[config.mk]
export PLATFORM = sky130hd
export DESIGN_NAME = demux_destino
export DESIGN_NICKNAME = d
export VERILOG_FILES = /design/src/rtl/demux_destino_pkg.sv /design/src/rtl/demux_destino_skid_destino.sv /design/src/rtl/demux_destino.sv
export SDC_FILE = /design/constraint.sdc
export NUM_CORES = 1
export LEC_CHECK = 0
export ABC_AREA = 1
export ABC_CLOCK_PERIOD_IN_PS = 3200
export BUFFER_PORTS_ARGS = -buffer_cell sky130_fd_sc_hd__buf_4
export CORE_AREA = 2 2 108 110
export CTS_CLUSTER_DIAMETER = 30
export DETAILED_ROUTE_END_ITERATION = 10
export DIE_AREA = 0 0 110 112
export PLACE_DENSITY = 0.56
export SYNTH_ARGS = -nofsm -noshare
export SYNTH_HDL_FRONTEND = slang
export SYNTH_SLANG_ARGS = --single-unit
[constraint.sdc]
create_clock -name clk -period 3.2 [get_ports clk]
set_clock_uncertainty 0.2 [all_clocks]
set_input_delay 0.32 -clock clk [delete_from_list [all_inputs] [get_ports clk]]
set_output_delay 0.32 -clock clk [all_outputs]
set_load 0.01 [all_outputs]
[src/rtl/demux_destino_pkg.sv]
// Shared constants and types for the destination demux that sits after the VC pop logic.
package demux_destino_pkg;

    localparam int unsigned DATA_WIDTH = 6;
    localparam int unsigned DEST_BIT   = 4;
    localparam int unsigned SKID_DEPTH = 4;
    localparam int unsigned CNT_WIDTH  = 8;
    localparam int unsigned SKID_PTR_W = $clog2(SKID_DEPTH);

    typedef enum logic {
        DEST_D0 = 1'b0,
        DEST_D1 = 1'b1
    } dest_e;

endpackage

[src/rtl/demux_destino_skid_destino.sv]
// Per-destination skid buffer: circular queue with one write port and one pop port.
module skid_destino #(
    parameter int unsigned Width = demux_destino_pkg::DATA_WIDTH,
    parameter int unsigned Depth = demux_destino_pkg::SKID_DEPTH,
    localparam int unsigned PtrW = $clog2(Depth),
    localparam int unsigned CntW = $clog2(Depth + 1)
) (
    input  logic             clk,
    input  logic             reset,
    input  logic             wr_en_i,
    input  logic [Width-1:0] wr_data_i,
    input  logic             pop_i,
    output logic [Width-1:0] head_o,
    output logic             empty_o,
    output logic             full_o,
    output logic [CntW-1:0]  count_o
);

    logic [Width-1:0] mem_q [Depth];
    logic [PtrW-1:0]  wr_ptr_q;
    logic [PtrW-1:0]  rd_ptr_q;
    logic [CntW-1:0]  count_q;
    logic             wr_ok;
    logic             rd_ok;

    // A full buffer refuses the write even when it pops in the same cycle.
    assign wr_ok   = wr_en_i && !full_o;
    assign rd_ok   = pop_i && !empty_o;
    assign empty_o = (count_q == '0);
    assign full_o  = (count_q == CntW'(Depth));
    assign head_o  = mem_q[rd_ptr_q];
    assign count_o = count_q;

    always_ff @(posedge clk) begin
        if (reset) begin
            wr_ptr_q <= '0;
            rd_ptr_q <= '0;
            count_q  <= '0;
        end else begin
            if (wr_ok) begin
                wr_ptr_q <= wr_ptr_q + PtrW'(1);
            end
            if (rd_ok) begin
                rd_ptr_q <= rd_ptr_q + PtrW'(1);
            end
            count_q <= count_q + CntW'(wr_ok) - CntW'(rd_ok);
        end
    end

    always_ff @(posedge clk) begin
        if (wr_ok) begin
            mem_q[wr_ptr_q] <= wr_data_i;
        end
    end

endmodule

[src/rtl/demux_destino.sv]
// Routes one VC word per cycle by its destination bit into per-destination skids,
// draining each skid into FIFO D0/D1 with registered push strobes.
module demux_destino #(
    parameter int unsigned DATA_WIDTH = demux_destino_pkg::DATA_WIDTH,
    parameter int unsigned DEST_BIT   = demux_destino_pkg::DEST_BIT,
    parameter int unsigned SKID_DEPTH = demux_destino_pkg::SKID_DEPTH,
    parameter int unsigned CNT_WIDTH  = demux_destino_pkg::CNT_WIDTH
) (
    input  logic                  clk,
    input  logic                  reset,
    input  logic                  pop_delay_VC0,
    input  logic                  pop_delay_VC1,
    input  logic [DATA_WIDTH-1:0] data_arbitro_VC0,
    input  logic [DATA_WIDTH-1:0] data_arbitro_VC1,
    input  logic                  full_fifo_D0,
    input  logic                  full_fifo_D1,
    output logic                  push_D0,
    output logic                  push_D1,
    output logic [DATA_WIDTH-1:0] data_out_D0,
    output logic [DATA_WIDTH-1:0] data_out_D1,
    output logic                  overflow_err,
    output logic [CNT_WIDTH-1:0]  cnt_push_D0,
    output logic [CNT_WIDTH-1:0]  cnt_push_D1,
    output logic                  idle
);
    import demux_destino_pkg::*;

    localparam int unsigned SkidCntW = $clog2(SKID_DEPTH + 1);

    logic                  park_valid_q, park_valid_d;
    logic [DATA_WIDTH-1:0] park_data_q, park_data_d;
    logic                  wr_valid;
    logic [DATA_WIDTH-1:0] wr_data;
    logic                  sel_drop;
    dest_e                 wr_dest;

    logic                  wr_d0, wr_d1;
    logic                  acc_d0, acc_d1;
    logic                  route_drop;
    logic                  pop_d0, pop_d1;
    logic [DATA_WIDTH-1:0] head_d0, head_d1;
    logic                  empty_d0, empty_d1;
    logic                  full_d0, full_d1;
    logic [SkidCntW-1:0]   occ_d0, occ_d1;
    logic [SkidCntW-1:0]   occ_nxt_d0, occ_nxt_d1;

    logic                  push_d0_q, push_d1_q;
    logic [DATA_WIDTH-1:0] data_d0_q, data_d1_q;
    logic [CNT_WIDTH-1:0]  cnt_d0_q, cnt_d1_q;
    logic                  overflow_q;
    logic                  idle_q, idle_d;

    // Priority park > VC0 > VC1; the park register absorbs the loser of a collision.
    always_comb begin
        park_valid_d = 1'b0;
        park_data_d  = park_data_q;
        wr_valid     = 1'b0;
        wr_data      = park_data_q;
        sel_drop     = 1'b0;
        if (park_valid_q) begin
            wr_valid = 1'b1;
            if (pop_delay_VC0) begin
                park_valid_d = 1'b1;
                park_data_d  = data_arbitro_VC0;
                sel_drop     = pop_delay_VC1;
            end else if (pop_delay_VC1) begin
                park_valid_d = 1'b1;
                park_data_d  = data_arbitro_VC1;
            end
        end else if (pop_delay_VC0) begin
            wr_valid = 1'b1;
            wr_data  = data_arbitro_VC0;
            if (pop_delay_VC1) begin
                park_valid_d = 1'b1;
                park_data_d  = data_arbitro_VC1;
            end
        end else if (pop_delay_VC1) begin
            wr_valid = 1'b1;
            wr_data  = data_arbitro_VC1;
        end
    end

    assign wr_dest    = dest_e'(wr_data[DEST_BIT]);
    assign wr_d0      = wr_valid && (wr_dest == DEST_D0);
    assign wr_d1      = wr_valid && (wr_dest == DEST_D1);
    assign acc_d0     = wr_d0 && !full_d0;
    assign acc_d1     = wr_d1 && !full_d1;
    assign route_drop = (wr_d0 && full_d0) || (wr_d1 && full_d1);

    assign pop_d0 = !empty_d0 && !full_fifo_D0;
    assign pop_d1 = !empty_d1 && !full_fifo_D1;

    skid_destino #(
        .Width (DATA_WIDTH),
        .Depth (SKID_DEPTH)
    ) u_skid_d0 (
        .clk       (clk),
        .reset     (reset),
        .wr_en_i   (wr_d0),
        .wr_data_i (wr_data),
        .pop_i     (pop_d0),
        .head_o    (head_d0),
        .empty_o   (empty_d0),
        .full_o    (full_d0),
        .count_o   (occ_d0)
    );

    skid_destino #(
        .Width (DATA_WIDTH),
        .Depth (SKID_DEPTH)
    ) u_skid_d1 (
        .clk       (clk),
        .reset     (reset),
        .wr_en_i   (wr_d1),
        .wr_data_i (wr_data),
        .pop_i     (pop_d1),
        .head_o    (head_d1),
        .empty_o   (empty_d1),
        .full_o    (full_d1),
        .count_o   (occ_d1)
    );

    // idle is registered from the post-edge state so it drops as soon as a word lands.
    assign occ_nxt_d0 = occ_d0 + SkidCntW'(acc_d0) - SkidCntW'(pop_d0);
    assign occ_nxt_d1 = occ_d1 + SkidCntW'(acc_d1) - SkidCntW'(pop_d1);
    assign idle_d     = !park_valid_d && (occ_nxt_d0 == '0) && (occ_nxt_d1 == '0) &&
                        !pop_d0 && !pop_d1;

    always_ff @(posedge clk) begin
        if (reset) begin
            park_valid_q <= 1'b0;
            park_data_q  <= '0;
            push_d0_q    <= 1'b0;
            push_d1_q    <= 1'b0;
            data_d0_q    <= '0;
            data_d1_q    <= '0;
            cnt_d0_q     <= '0;
            cnt_d1_q     <= '0;
            overflow_q   <= 1'b0;
            idle_q       <= 1'b1;
        end else begin
            park_valid_q <= park_valid_d;
            park_data_q  <= park_data_d;
            push_d0_q    <= pop_d0;
            push_d1_q    <= pop_d1;
            if (pop_d0) begin
                data_d0_q <= head_d0;
            end
            if (pop_d1) begin
                data_d1_q <= head_d1;
            end
            cnt_d0_q     <= cnt_d0_q + CNT_WIDTH'(pop_d0);
            cnt_d1_q     <= cnt_d1_q + CNT_WIDTH'(pop_d1);
            overflow_q   <= overflow_q || sel_drop || route_drop;
            idle_q       <= idle_d;
        end
    end

    assign push_D0      = push_d0_q;
    assign push_D1      = push_d1_q;
    assign data_out_D0  = data_d0_q;
    assign data_out_D1  = data_d1_q;
    assign cnt_push_D0  = cnt_d0_q;
    assign cnt_push_D1  = cnt_d1_q;
    assign overflow_err = overflow_q;
    assign idle         = idle_q;

endmodule
==> results summary <==
The maximum number of pins on one net before global-route repair is 29. The worst endpoint data arrival time is 2580 ps. During I/O placement, the number of pins put on the boundary was 50. The total count of max-transition violations in the final report is 0. The xor/xnor cell area share of the yosys netlist came out at approximately 1.6%. The clock tree from TritonCTS is yes. The number of synthesis warnings came out at 0.

The post-cts sizing count is 0. For this run, the slowest stage of the critical path takes between 600 and 700 ps. The final setup TNS came out at 0 ps.

The synthesized area per cell is 9.41 sq um. After Yosys synthesis, full adders, half adders and majority gates account for approximately 6% of the synthesized area. The minimum clock period after layout came out at approximately 2500 ps.

The number of antenna repair diodes is 0. The estimated wirelength of the detail-placed design came out at around 6.2 mm. The synthesized netlist devotes between 10% and 20% of its cell area to compound gates. On the critical path, the stage with the largest delay is an instance of sky130_fd_sc_hd__dfxtp_1.

The final routed wirelength across all metal layers came out at around 9.1 mm. The biggest area contributor in the post-synthesis netlist is sky130_fd_sc_hd__edfxtp_1. The fraction of synthesized area in multiplexers came out at 0%.

The number of antenna violations at the first check in global routing is 0. The final number of setup-violating endpoints is 0. The average wire length per cell after detail routing came out at ~14 microns. The total via count in the routed design came out at between 3000 and 4000. The number of global-route vias before repair was 3189. The signal on the critical path passes through inv_2 > nand3_1 > nand2_1 > inv_2 > nand2_4 > nand3_4 > inv_1 > ha_1 > ha_1 > inv_1 > ha_1 > inv_1 > o21ai_0 > a21oi_1. The final clock period utilization by the worst path came out at roughly four fifths. The first-pass GRT wire length came out at between 15 and 20 mm. The clock tree synthesis step divided the H-tree into 3 levels. The register bit count reported by yosys came out at 101.

In the final layout, the share of cells above drive strength 1 is approximately 16%. The remaining antenna violation count after routing is 0. The power per cell area is between 700 and 800 nW/um^2.

The minimum setup slack among reg-to-reg paths came out at 700 ps. The buffers plus inverters on the worst setup path came out at 5. The number of distinct library cells after synthesis is 33.

The number of violations reported at the end of detailed-routing iteration 0 is 140. STA classifies the critical path startpoint as a flop. Summing all flip-flop and latch instances after layout gives between 2000 and 3000 sq um. The maximum vdd drop is 244 uV. Across all setup checks in the final design, the least slack found is slightly below 700 ps.

The number of buffers created by CTS came out at 9. The die outline height came out at between 100 and 150 microns. Counting flops with a built-in enable in the synthesized netlist gives 48.

The initial utilization of the core area, before any placement, comes to between 30% and 40%. The required arrival time at the worst endpoint is about 3300 ps. The most repeated cell in the gate-level netlist after synthesis is sky130_fd_sc_hd__nor2_1.

Setup repair after global routing left no endpoint under its margin. The multi-input logic area came out at 1580 sq um. The post-place setup slack is about 710 ps.

The overall overflow remaining after global route came out at 0. The global-route usage over all layers is 15.9%. The area added between synthesis and finish is 18.9%. Measured against its own limit, the worst slew margin works out to 46.2%. The final estimated routing congestion in global placement is 0.841. The area share of the largest cell type after synthesis came out at roughly 33%. In the post-synthesis netlist, the biggest area contributors are sky130_fd_sc_hd__edfxtp_1 (33%), sky130_fd_sc_hd__dfxtp_1 (24%), sky130_fd_sc_hd__nor2_1 (8.6%). The vias per cell came out at around 4.8.

The first-pass iteration count of the detailed router came out at 6. The final hold violation count came out at 0. The maximum fanout along the worst path is 10. For this run, the register share of the synthesized area comes to ~57%. The synthesized netlist occupies a cell area of 4400 sq um.

After clock tree synthesis, the clock-pin slew on the worst setup and hold paths is about 70 ps. The cell row count is 39. The total of buffers placed on input and output ports is 49.

In the synthesized netlist the async set-or-reset flop fraction comes to 0%. The max-capacitance violation count is 0. The area enclosed by the die boundary is roughly 12000 sq um. The maximum buffer depth of the clock tree is 2. The quantity of hold-fixing buffers added after cts came out at 0. The simple-gate share of the synthesized area is approximately 17%. After synthesis, the largest family of logic cells by area is simple AND/OR/NAND/NOR gates.

From left edge to right edge, the die measures between 100 and 150 microns. In this run the clock root is driven by a sky130_fd_sc_hd__clkbuf_16. The most instantiated flip-flop cell in the synthesis netlist is sky130_fd_sc_hd__dfxtp_1. The count of filler cells inserted in the layout came out at roughly 1100. Timing would allow up to ~400 MHz. The later-pin clock latency in the skew report came out at between 300 and 400 ps.

The final net count is 559. STA classifies the critical path endpoint as a flop. The number of nets in the synthesized netlist came out at between 500 and 600. The actual transition at the worst max-transition pin came out at 803 ps.

For this design the static power due to leakage is about 0.0022 uW. The critical path is of the reg -> reg type. The worst hold path belongs to the class in -> reg. The number of design rule violations left after detail routing is 0. The flow ran to the end, and the final reports show no timing, DRC or antenna violations. The area of the placeable core is ~11000 sq um.

Broken down by cell family, the worst path's largest delay share belongs to adder cells. The number of setup buffers added after CTS is 0. Synthesis produced a netlist whose cell count is 467. Sorting the synthesized cells by how often they occur yields sky130_fd_sc_hd__nor2_1 (101), sky130_fd_sc_hd__inv_1 (58), sky130_fd_sc_hd__dfxtp_1 (53).

CTS saw between 100 and 150 sinks.
flip-flops by register name, summed over array words and instances, names as in the netlist:
| name | cells |
|---|---|
| push_D1 | 1 |
| idle | 1 |
| cnt_push_D1 | 8 |
| u_skid_d1.rd_ptr_q | 2 |
| u_skid_d1.wr_ptr_q | 2 |
| data_out_D1 | 6 |
| u_skid_d0.count_o | 3 |
| cnt_push_D0 | 8 |
| u_skid_d1.mem_q | 24 |
| u_skid_d0.wr_ptr_q | 2 |
| overflow_err | 1 |
| u_skid_d1.count_o | 3 |
| data_out_D0 | 6 |
| u_skid_d0.rd_ptr_q | 2 |
| park_valid_q | 1 |
| push_D0 | 1 |
| park_data_q | 6 |
| u_skid_d0.mem_q | 24 |
worst paths after layout:
kind	cells past startpoint	from	to
setup / recovery	14	park_valid_q	u_skid_d0.count_o[2]
hold / removal	3	data_arbitro_VC0[1]	park_data_q[1]
setup reg to reg	14	park_valid_q	u_skid_d0.count_o[2]
hold reg to reg	2	cnt_push_D0[3]	cnt_push_D0[3]
cell families after synthesis:
group                      Yosys count
and+or+nand+nor                    169
DFF                                101
AOI/OAI and AO/OA                   91
buffers and inverters               77
adders and majority gates           21
xor gates and xnor gates             8
stage by stage:
| stage | std cells | total power (uW) | utilization [%] | hold slack, ps | cell area, sq um |
|---|---|---|---|---|---|
| after floorplan | 467 | 2370 | - | 273 | 4400 |
| after global placement | 652 | 2710 | 44.0 | 292 | 4910 |
| after detailed placement | 652 | 2730 | 44.0 | 303 | 4910 |
| after CTS | 668 | 3890 | 46.8 | 91.7 | 5230 |
| after global routing | 668 | 4110 | 46.8 | 101 | 5230 |
| final | 668 | 3860 | 46.8 | 99.6 | 5230 |
cell type report:
class	count	area share, %
repair buffers	55	7.90
clock inverters	7	1.70
inverters	64	4.60
flip-flops and latches	101	47.9
well taps	143	3.42
multi-input cells	289	30.2
clock buffers	9	4.31
cells in the final DEF (no fill, tap or decap), types with 3 or more instances in the layout:
master                      count
sky130_fd_sc_hd__a21oi_1       15
sky130_fd_sc_hd__a221oi_1       3
sky130_fd_sc_hd__buf_4         55
sky130_fd_sc_hd__clkbuf_16      9
sky130_fd_sc_hd__dfxtp_1       53
sky130_fd_sc_hd__edfxtp_1      48
sky130_fd_sc_hd__ha_1          21
sky130_fd_sc_hd__inv_1         58
sky130_fd_sc_hd__inv_2          6
sky130_fd_sc_hd__nand2_1       41
sky130_fd_sc_hd__nand3_1        8
sky130_fd_sc_hd__nand4_1        4
sky130_fd_sc_hd__nor2_1       101
sky130_fd_sc_hd__nor3_1         4
sky130_fd_sc_hd__o21ai_0       51
sky130_fd_sc_hd__o22ai_1       16
sky130_fd_sc_hd__xor2_1         6
routing by layer:
layer / part of all wire [%] / vias up / wire length [microns] / global-route usage, %
li1: - / 1645 / - / -
met1: 48 / 1487 / 4350 / 20.6
met2: 47 / 48 / 4310 / 26.0
met3: 3.0 / 13 / 270 / 3.28
met4: 1.6 / 0 / 146 / 5.91
met5: 0 / - / 0 / 0
worst min-delay path: cells and delay by family:
family | cells | cell delay [ps]
compound gates | 1 | 80
buf+inv | 1 | 110
simple gates | 1 | 70
report_power, final:
group / switching [uW] / internal [uW]
combinational: 589 / 400
sequential: 131 / 1580
clock: 478 / 681
total: 1200 / 2660
(Power assumes the default switching activity.)
